$ cat config.mk
export PLATFORM = sky130hd
export DESIGN_NAME = uart_baud_gen_flat
export DESIGN_NICKNAME = d
export VERILOG_FILES = /design/src/rtl/uart_baud_gen_if.sv /design/src/rtl/uart_baud_gen.sv /design/src/flat_wrapper.sv
export SDC_FILE = /design/constraint.sdc
export NUM_CORES = 1
export LEC_CHECK = 0
export ABC_AREA = 1
export ABC_CLOCK_PERIOD_IN_PS = 4200
export BUFFER_PORTS_ARGS = -buffer_cell sky130_fd_sc_hd__buf_2
export CELL_PAD_IN_SITES_DETAIL_PLACEMENT = 1
export CELL_PAD_IN_SITES_GLOBAL_PLACEMENT = 2
export CORE_MARGIN = 2
export CORE_UTILIZATION = 35
export CTS_CLUSTER_DIAMETER = 50
export DETAILED_ROUTE_END_ITERATION = 8
export GPL_ROUTABILITY_DRIVEN = 1
export PLACE_DENSITY = 0.83
export SLEW_MARGIN = 20
export SYNTH_ARGS = -nofsm -noshare
export SYNTH_HDL_FRONTEND = slang
export SYNTH_SLANG_ARGS = --single-unit
$ cat constraint.sdc
create_clock -name clk -period 4.2 [get_ports clk]
set_clock_uncertainty 0.2 [all_clocks]
set_input_delay 0.42 -clock clk [delete_from_list [all_inputs] [get_ports clk]]
set_output_delay 0.42 -clock clk [all_outputs]
set_load 0.03 [all_outputs]
$ cat src/rtl/uart_baud_gen_if.sv
// Control and strobe bundle between a UART core and its baud tick generator.
// The core drives rate/enable/resync (master); the generator returns the strobes (slave).
interface uart_baud_gen_if #(
  parameter int CNT_WIDTH  = 16,
  parameter int FRAC_WIDTH = 3,
  parameter int OVERSAMPLE = 16
);
  localparam int PH_W = $clog2(OVERSAMPLE);

  logic                  enable;
  logic                  load;
  logic [CNT_WIDTH-1:0]  baud_val;
  logic [FRAC_WIDTH-1:0] baud_frac;
  logic                  resync;
  logic                  baud_tick;
  logic                  xmit_pulse;
  logic [PH_W-1:0]       tick_phase;

  modport master (
    output enable, load, baud_val, baud_frac, resync,
    input  baud_tick, xmit_pulse, tick_phase
  );

  modport slave (
    input  enable, load, baud_val, baud_frac, resync,
    output baud_tick, xmit_pulse, tick_phase
  );
endinterface

$ cat src/rtl/uart_baud_gen.sv
// Oversampling baud tick generator: integer down-counter plus a fractional
// accumulator whose carry stretches a period by one clk.
module uart_baud_gen #(
  parameter int CNT_WIDTH  = 16,
  parameter int FRAC_WIDTH = 3,
  parameter int OVERSAMPLE = 16
) (
  input logic            clk,
  input logic            reset_n,
  uart_baud_gen_if.slave bus
);
  localparam int PH_W = $clog2(OVERSAMPLE);
  localparam logic [PH_W-1:0] PH_LAST = PH_W'(OVERSAMPLE - 1);

  logic [CNT_WIDTH-1:0]  val_sh;
  logic [CNT_WIDTH-1:0]  val_next;
  logic [CNT_WIDTH-1:0]  cntr;
  logic [FRAC_WIDTH-1:0] frac_sh;
  logic [FRAC_WIDTH-1:0] acc;
  logic [FRAC_WIDTH:0]   acc_sum;
  logic                  stretch;
  logic                  tick;
  logic                  xmit;
  logic [PH_W-1:0]       phase;

  // Wraps at OVERSAMPLE-1 so non-power-of-two oversampling works.
  function automatic logic [PH_W-1:0] next_phase(input logic [PH_W-1:0] cur);
    return (cur == PH_LAST) ? '0 : cur + 1'b1;
  endfunction

  // A restart takes the rate being loaded in the same cycle.
  assign val_next = bus.load ? bus.baud_val : val_sh;
  assign acc_sum  = {1'b0, acc} + {1'b0, frac_sh};

  always_ff @(posedge clk or negedge reset_n) begin
    if (!reset_n) begin
      val_sh  <= '0;
      frac_sh <= '0;
      cntr    <= '0;
      acc     <= '0;
      stretch <= 1'b0;
      phase   <= '0;
      tick    <= 1'b0;
      xmit    <= 1'b0;
    end else begin
      tick <= 1'b0;
      xmit <= 1'b0;
      if (bus.load) begin
        val_sh  <= bus.baud_val;
        frac_sh <= bus.baud_frac;
      end
      if (!bus.enable || bus.resync) begin
        cntr    <= val_next;
        acc     <= '0;
        stretch <= 1'b0;
        phase   <= '0;
      end else if (cntr != '0) begin
        cntr <= cntr - 1'b1;
      end else if (stretch) begin
        stretch <= 1'b0;
      end else begin
        // Terminal count: reload from the shadow so a mid-period load waits its turn.
        tick    <= 1'b1;
        cntr    <= val_sh;
        acc     <= acc_sum[FRAC_WIDTH-1:0];
        stretch <= acc_sum[FRAC_WIDTH];
        phase   <= next_phase(phase);
        xmit    <= (phase == PH_LAST);
      end
    end
  end

  assign bus.baud_tick  = tick;
  assign bus.xmit_pulse = xmit;
  assign bus.tick_phase = phase;
endmodule

$ cat src/flat_wrapper.sv
// flat-port wrapper written by rule: the top's interface ports become plain ports
module uart_baud_gen_flat 
#(
  parameter int CNT_WIDTH  = 16,
  parameter int FRAC_WIDTH = 3,
  parameter int OVERSAMPLE = 16
)
  (clk, reset_n, bus_enable, bus_load, bus_baud_val, bus_baud_frac, bus_resync, bus_baud_tick, bus_xmit_pulse, bus_tick_phase);
  uart_baud_gen_if #(.CNT_WIDTH(CNT_WIDTH), .FRAC_WIDTH(FRAC_WIDTH), .OVERSAMPLE(OVERSAMPLE)) bus_i ();
  input logic clk;
  input logic reset_n;
  input wire logic [$bits(bus_i.enable)-1:0] bus_enable;
  input wire logic [$bits(bus_i.load)-1:0] bus_load;
  input wire logic [$bits(bus_i.baud_val)-1:0] bus_baud_val;
  input wire logic [$bits(bus_i.baud_frac)-1:0] bus_baud_frac;
  input wire logic [$bits(bus_i.resync)-1:0] bus_resync;
  output wire logic [$bits(bus_i.baud_tick)-1:0] bus_baud_tick;
  output wire logic [$bits(bus_i.xmit_pulse)-1:0] bus_xmit_pulse;
  output wire logic [$bits(bus_i.tick_phase)-1:0] bus_tick_phase;
  assign bus_i.enable = bus_enable;
  assign bus_i.load = bus_load;
  assign bus_i.baud_val = bus_baud_val;
  assign bus_i.baud_frac = bus_baud_frac;
  assign bus_i.resync = bus_resync;
  assign bus_baud_tick = bus_i.baud_tick;
  assign bus_xmit_pulse = bus_i.xmit_pulse;
  assign bus_tick_phase = bus_i.tick_phase;
  uart_baud_gen #(.CNT_WIDTH(CNT_WIDTH), .FRAC_WIDTH(FRAC_WIDTH), .OVERSAMPLE(OVERSAMPLE)) u_core (.clk(clk), .reset_n(reset_n), .bus(bus_i));
endmodule
* Word-level counts from Yosys, hierarchy flattened
Index checks and enable logic that the tools add are counted.
Widths: inputs -> output; s select.
** Storage, ports and cells
- Bits in registers :: 45
- Output and inout port bits :: 6
- Bits of input ports :: 24
- Logic and storage cells :: 39
** Operators by class
- Reduce and logical (&&, ||, !) cells :: 4
- Eq/ne operators :: 4
- Multiplexer cells :: 20
- $add $sub $neg :: 3
** Operators with widths (number)
- $mux 16 :: 4
- $mux 4 :: 4
- $reduce_bool 16->1 :: 1
- $sub 16x1->16 const B :: 1
- $mux 1 :: 9
- $mux 3 :: 3
- $add 3x3->4 :: 1
- $add 4x1->4 const B :: 1
- $eq 4x4->1 const B :: 1
- $ne 3x3->1 const B :: 1
- $ne 2x1->1 const B :: 1
- $ne 2x2->1 const B :: 1
- $reduce_and 2->1 :: 1
- $logic_not 1->1 :: 1
- $logic_or 1x1->1 :: 1

* Logic depth before layout (Yosys ltp)
- Word-level depth :: 5
- Depth in mapped cells :: 12
- Depth with buffers taken out :: 11

* Least setup slack after synthesis
No wires, ideal clock.
- Kind :: register -> register
- From :: register u_core.cntr[0]
- To :: register u_core.cntr[7]
- Clock period less this slack :: 1.691 ns
- Buffers on the path :: 1
- Slack :: 2.509 ns
- Setup time :: 0.119 ns
- Arrival :: 1.372 ns
- Cell stages (with the launch flop) :: 10
- Required time :: 3.881 ns
- Cells stage by stage :: dfrtp_1 > inv_1 > ha_1 > nand2_2 > nor2_4 > nand2_4 > nand2_2 > buf_6 > nor2_1 > o21a_1
** Between the ends
- Word-level cells in the longest chain between the ends :: 3
- Elaborated cells on any way between the ends :: 5
- Those cells by class :: 1 x add/sub; 1 x eq/ne; 2 x mux; 1 x reduce/logical
** RTL lines
- start: declaration :: RTL line uart_baud_gen.sv:17 : logic [CNT_WIDTH-1:0] cntr;
- start signal: assignment :: RTL line uart_baud_gen.sv:53 : cntr <= val_next;
- start signal: assignment :: RTL line uart_baud_gen.sv:58 : cntr <= cntr - 1'b1;
- start signal: assignment :: RTL line uart_baud_gen.sv:64 : cntr <= val_sh;
- $sub 16x1->16 / $reduce_bool 16->1 (equally long branches) :: RTL line uart_baud_gen.sv:58, uart_baud_gen.sv:57
- $mux 16 :: RTL line uart_baud_gen.sv:57 : end else if (cntr != '0) begin
- $mux 16 :: RTL line uart_baud_gen.sv:52 : if (!bus.enable || bus.resync) begin
Parallel ways exist; a longest one is shown, timed or not.
A chain may end at the register's enable or synchronous reset.

* Worst setup path after layout
- From :: register u_core.cntr[0]
- To :: register u_core.cntr[14]
The elaborated chain is that of the path after synthesis.

==> impl_summary.md <==
Run status
The run finished with clean final reports.

Hold path
The hold path startpoint is bus_baud_frac[0]. The tightest min-delay check is of the in -> reg type.

Die
During I/O placement, the number of pins put on the boundary was 30. The placeable core region is just over 7000 µm². The total number of placement rows is 31. The width of the die is 90.4 µm. The area of the die is 8170 µm². The starting utilization of the core area is 36.0%. Measured along the y axis, the die boundary spans 90.4 µm.

STA
The routed design could run at a clock period as short as between 2 and 2.5 ns. The final count of pins violating max slew is 0. At the pin with the least slew margin, the transition time is 0.656 ns. Setup repair after global routing left no endpoint under its margin.

The final period utilization is 57.0%. In the final timing run, aggregate negative setup slack is 0 ns. The tightest hold path in the finished design has a slack of 0.121 ns. The number of hold violations in the final report is 0. The final setup violation count is 0. Static timing analysis puts the maximum clock frequency at ~0.42 GHz. The worst slew margin relative to its limit is between 50% and 60%.

Routing
In the final routed layout, each cell accounts on average for 14.5 µm. The number of detailed-route iterations in the first pass is 4. After detailed routing, the number of remaining DRC violations is 0.

The number of vias per cell after detailed routing is 4.79. The DRC marker count from the first detailed-route iteration is 74. The remaining antenna violation count after routing is 0. The detailed-route via count is ~2,400.

Wires add up to approximately 7.2 mm.

Clock network
The tree built by TritonCTS fans out to 45 sinks. No sink is reached through more buffers than the 2 on the longest clock path. Buffers inserted to repair hold after CTS numbered 0. At the later pin of the worst-skew pair, clock insertion delay measures 0.30 ns. The H-tree was split into 2 levels. The number of clock buffers inserted by TritonCTS is 5. TritonCTS built the clock tree.

Gates resized during post-CTS repair numbered 0. After clock tree synthesis, the setup repair step added 0 buffers. After clock tree synthesis, the clock-pin slew on the worst setup and hold paths is 0.09 ns.

The library cell used as clock root buffer is clkbuf_8.

Global routing
The via count of the first global-routing pass came to 2,488. The total overflow left after global routing is 0. The most congested layer reported by global routing is met2. The number of antenna violations at the first check in global routing is 0. The largest net degree at the start of global routing is 46. The met3 routing resource usage after global routing is just over 3%.

The wire length of the first global-routing pass is 12.3 mm. The overall track demand over capacity in global routing is 18.7%. The routing usage on met2 is between 30% and 40%.

Global routing consumed, on the met1 layer, approximately 25% of the routing resources.

Synthesis
The number of nets handed over by synthesis was between 300 and 400. The number of synthesized register bits is 45. The leading cell type by number of instances after synthesis is nand2_1. The number of warnings printed during yosys synthesis is 0. The number of distinct library cells after synthesis is 30. The post-synthesis instance area is 2610 µm². The cell type with the largest total area after synthesis is dfrtp_1. Counting instances in the post-synthesis netlist gives the leading cell types as nand2_1, dfrtp_1, nor2_1, inv_1, nand3_1. The per-instance average area after synthesis is between 7 and 8 µm². The top cell type by area accounts for a little over two fifths of the synthesized area. After synthesis, the share of flip-flops with an asynchronous set or reset is 100%. The count of mapped cells out of synthesis is roughly 370. For this run, the leading register cell type out of synthesis is dfrtp_1. Summing the sequential cell areas from Yosys gives a little over two fifths of the chip area. The synthesized design contains 0 enable-type register cells. Ranked by total cell area, the synthesized netlist is headed by dfrtp_1, nand2_1, nor2_1.

Setup path
In this run the worst setup path begins at u_core.cntr[0]. The kind of start point of the critical path is a flip-flop. The critical path arrival is approximately 2.4 ns. The critical path is of the reg -> reg type. The launching point of the worst reg2reg path is u_core.cntr[0]. At the worst endpoint, the required time is 4.18 ns. The largest driver fanout on the critical path is 12.

STA classifies the critical path endpoint as a flip-flop.

Power and ir drop
In this run the power density over the cells is 363 nW/µm². The analysis attributes to cell leakage a power of roughly 1.6 nW. The maximum VDD drop is roughly 0.17 mV.

Layout
The finished layout holds 494 standard cells, fillers aside. The layout has a little under 1,000 filler cells. The final layout contains 425 nets. The fraction of final layout cells with drive strength greater than 1 is 15.4%. The repair_antennas step left the layout with diodes totalling 0. The area growth from synthesis to layout is 14.5%.

The finished cells cover 2990 µm².

Placed design
During placement, the flow inserted port buffers numbering 29. Routability-driven placement finished with a final weighted congestion of about 0.8. The half-perimeter wire length after placement is 5.34 mm.

The placed instances occupy a cell area of between 2000 and 3000 µm². The number of placed instances, taps included, is 485.

Flow run
The tool flagged a number of max-cap violations equal to 0.
[flip-flops by register name, summed over array words and instances, names as in the netlist]
name and cells:
u_core.acc 3, u_core.bus.baud_tick 1, u_core.bus.tick_phase 4, u_core.bus.xmit_pulse 1, u_core.cntr 16, u_core.frac_sh 3, u_core.stretch 1, u_core.val_sh 16
[per-stage QoR]
step | worst slack [ns] | total power [mW] | utilization [%]
2_1_floorplan | 2.51 | 0.636 | -
3_3_place_gp | 1.88 | 0.702 | 39.2
3_5_place_dp | 1.80 | 0.707 | 39.2
4_1_cts | 1.78 | 1.10 | 41.1
5_1_grt | 1.57 | 1.15 | 41.3
6_report | 1.81 | 1.09 | 41.3
[critical path, stage by stage (launching register included)]
cell     delay (ns)
dfrtp_1        0.41
inv_1          0.15
ha_1           0.21
nand3_1        0.10
nor2_2         0.53
nand3_2        0.19
inv_2          0.14
nand2_1        0.12
inv_2          0.16
nor2_1         0.07
[worst paths after layout]
path,endpoint,slack [ns],depth (start not counted)
setup / recovery,u_core.cntr[14],1.81,9
hold / removal,u_core.frac_sh[0],0.12,3
setup reg to reg,u_core.cntr[14],1.81,9
hold reg to reg,u_core.frac_sh[0],0.29,2
max in group asynchronous,u_core.cntr[9],2.92,2
min in group asynchronous,u_core.bus.tick_phase[1],0.47,2
[layer usage]
metal / up-vias / share of wire (%)
met5: - / 0
met1: 1125 / 48
li1: 1198 / -
met2: 36 / 47
met3: 6 / 3.6
met4: 0 / 0.77
[where the power goes]
group	internal, mW	leakage, nW	switching, mW
sequential	0.468	0.568	0.0320
combinational	0.0645	0.981	0.133
clock	0.236	0.0681	0.152
[final cells by class]
| type | instances | area, µm² | share of cell area (%) |
|---|---|---|---|
| well taps | 99 | 124 | 4.14 |
| clock buffers | 5 | 68.8 | 2.30 |
| inverters | 31 | 116 | 3.89 |
| multi-input cells | 280 | 1330 | 44.4 |
| flip-flops and latches | 45 | 1130 | 37.6 |
| repair buffers | 31 | 165 | 5.52 |
| clock inverters | 3 | 65.1 | 2.17 |
[cells in the final DEF, fill, tap and decap left out, drive strengths merged, types with 3 or more instances in the layout]
cell type | Yosys | final
nand2 | 158 | 158
nor2 | 51 | 51
dfrtp | 45 | 45
buf | 3 | 30
inv | 30 | 30
nand3 | 25 | 25
nand4 | 11 | 11
o21ai | 9 | 9
a21oi | 6 | 6
ha | 6 | 6
clkbuf | 6 | 5
nand3b | 3 | 3
[cells by family after synthesis]
logic type               synth area share [%]
buffers and inverters                    6.13
XOR/XNOR                                 1.34
AND/OR/NAND/NOR                          41.4
flip-flops                               43.1
adder cells (fa/ha/maj)                  3.64
AO/OA/AOI/OAI                            4.40
(Power assumes the default switching activity.)
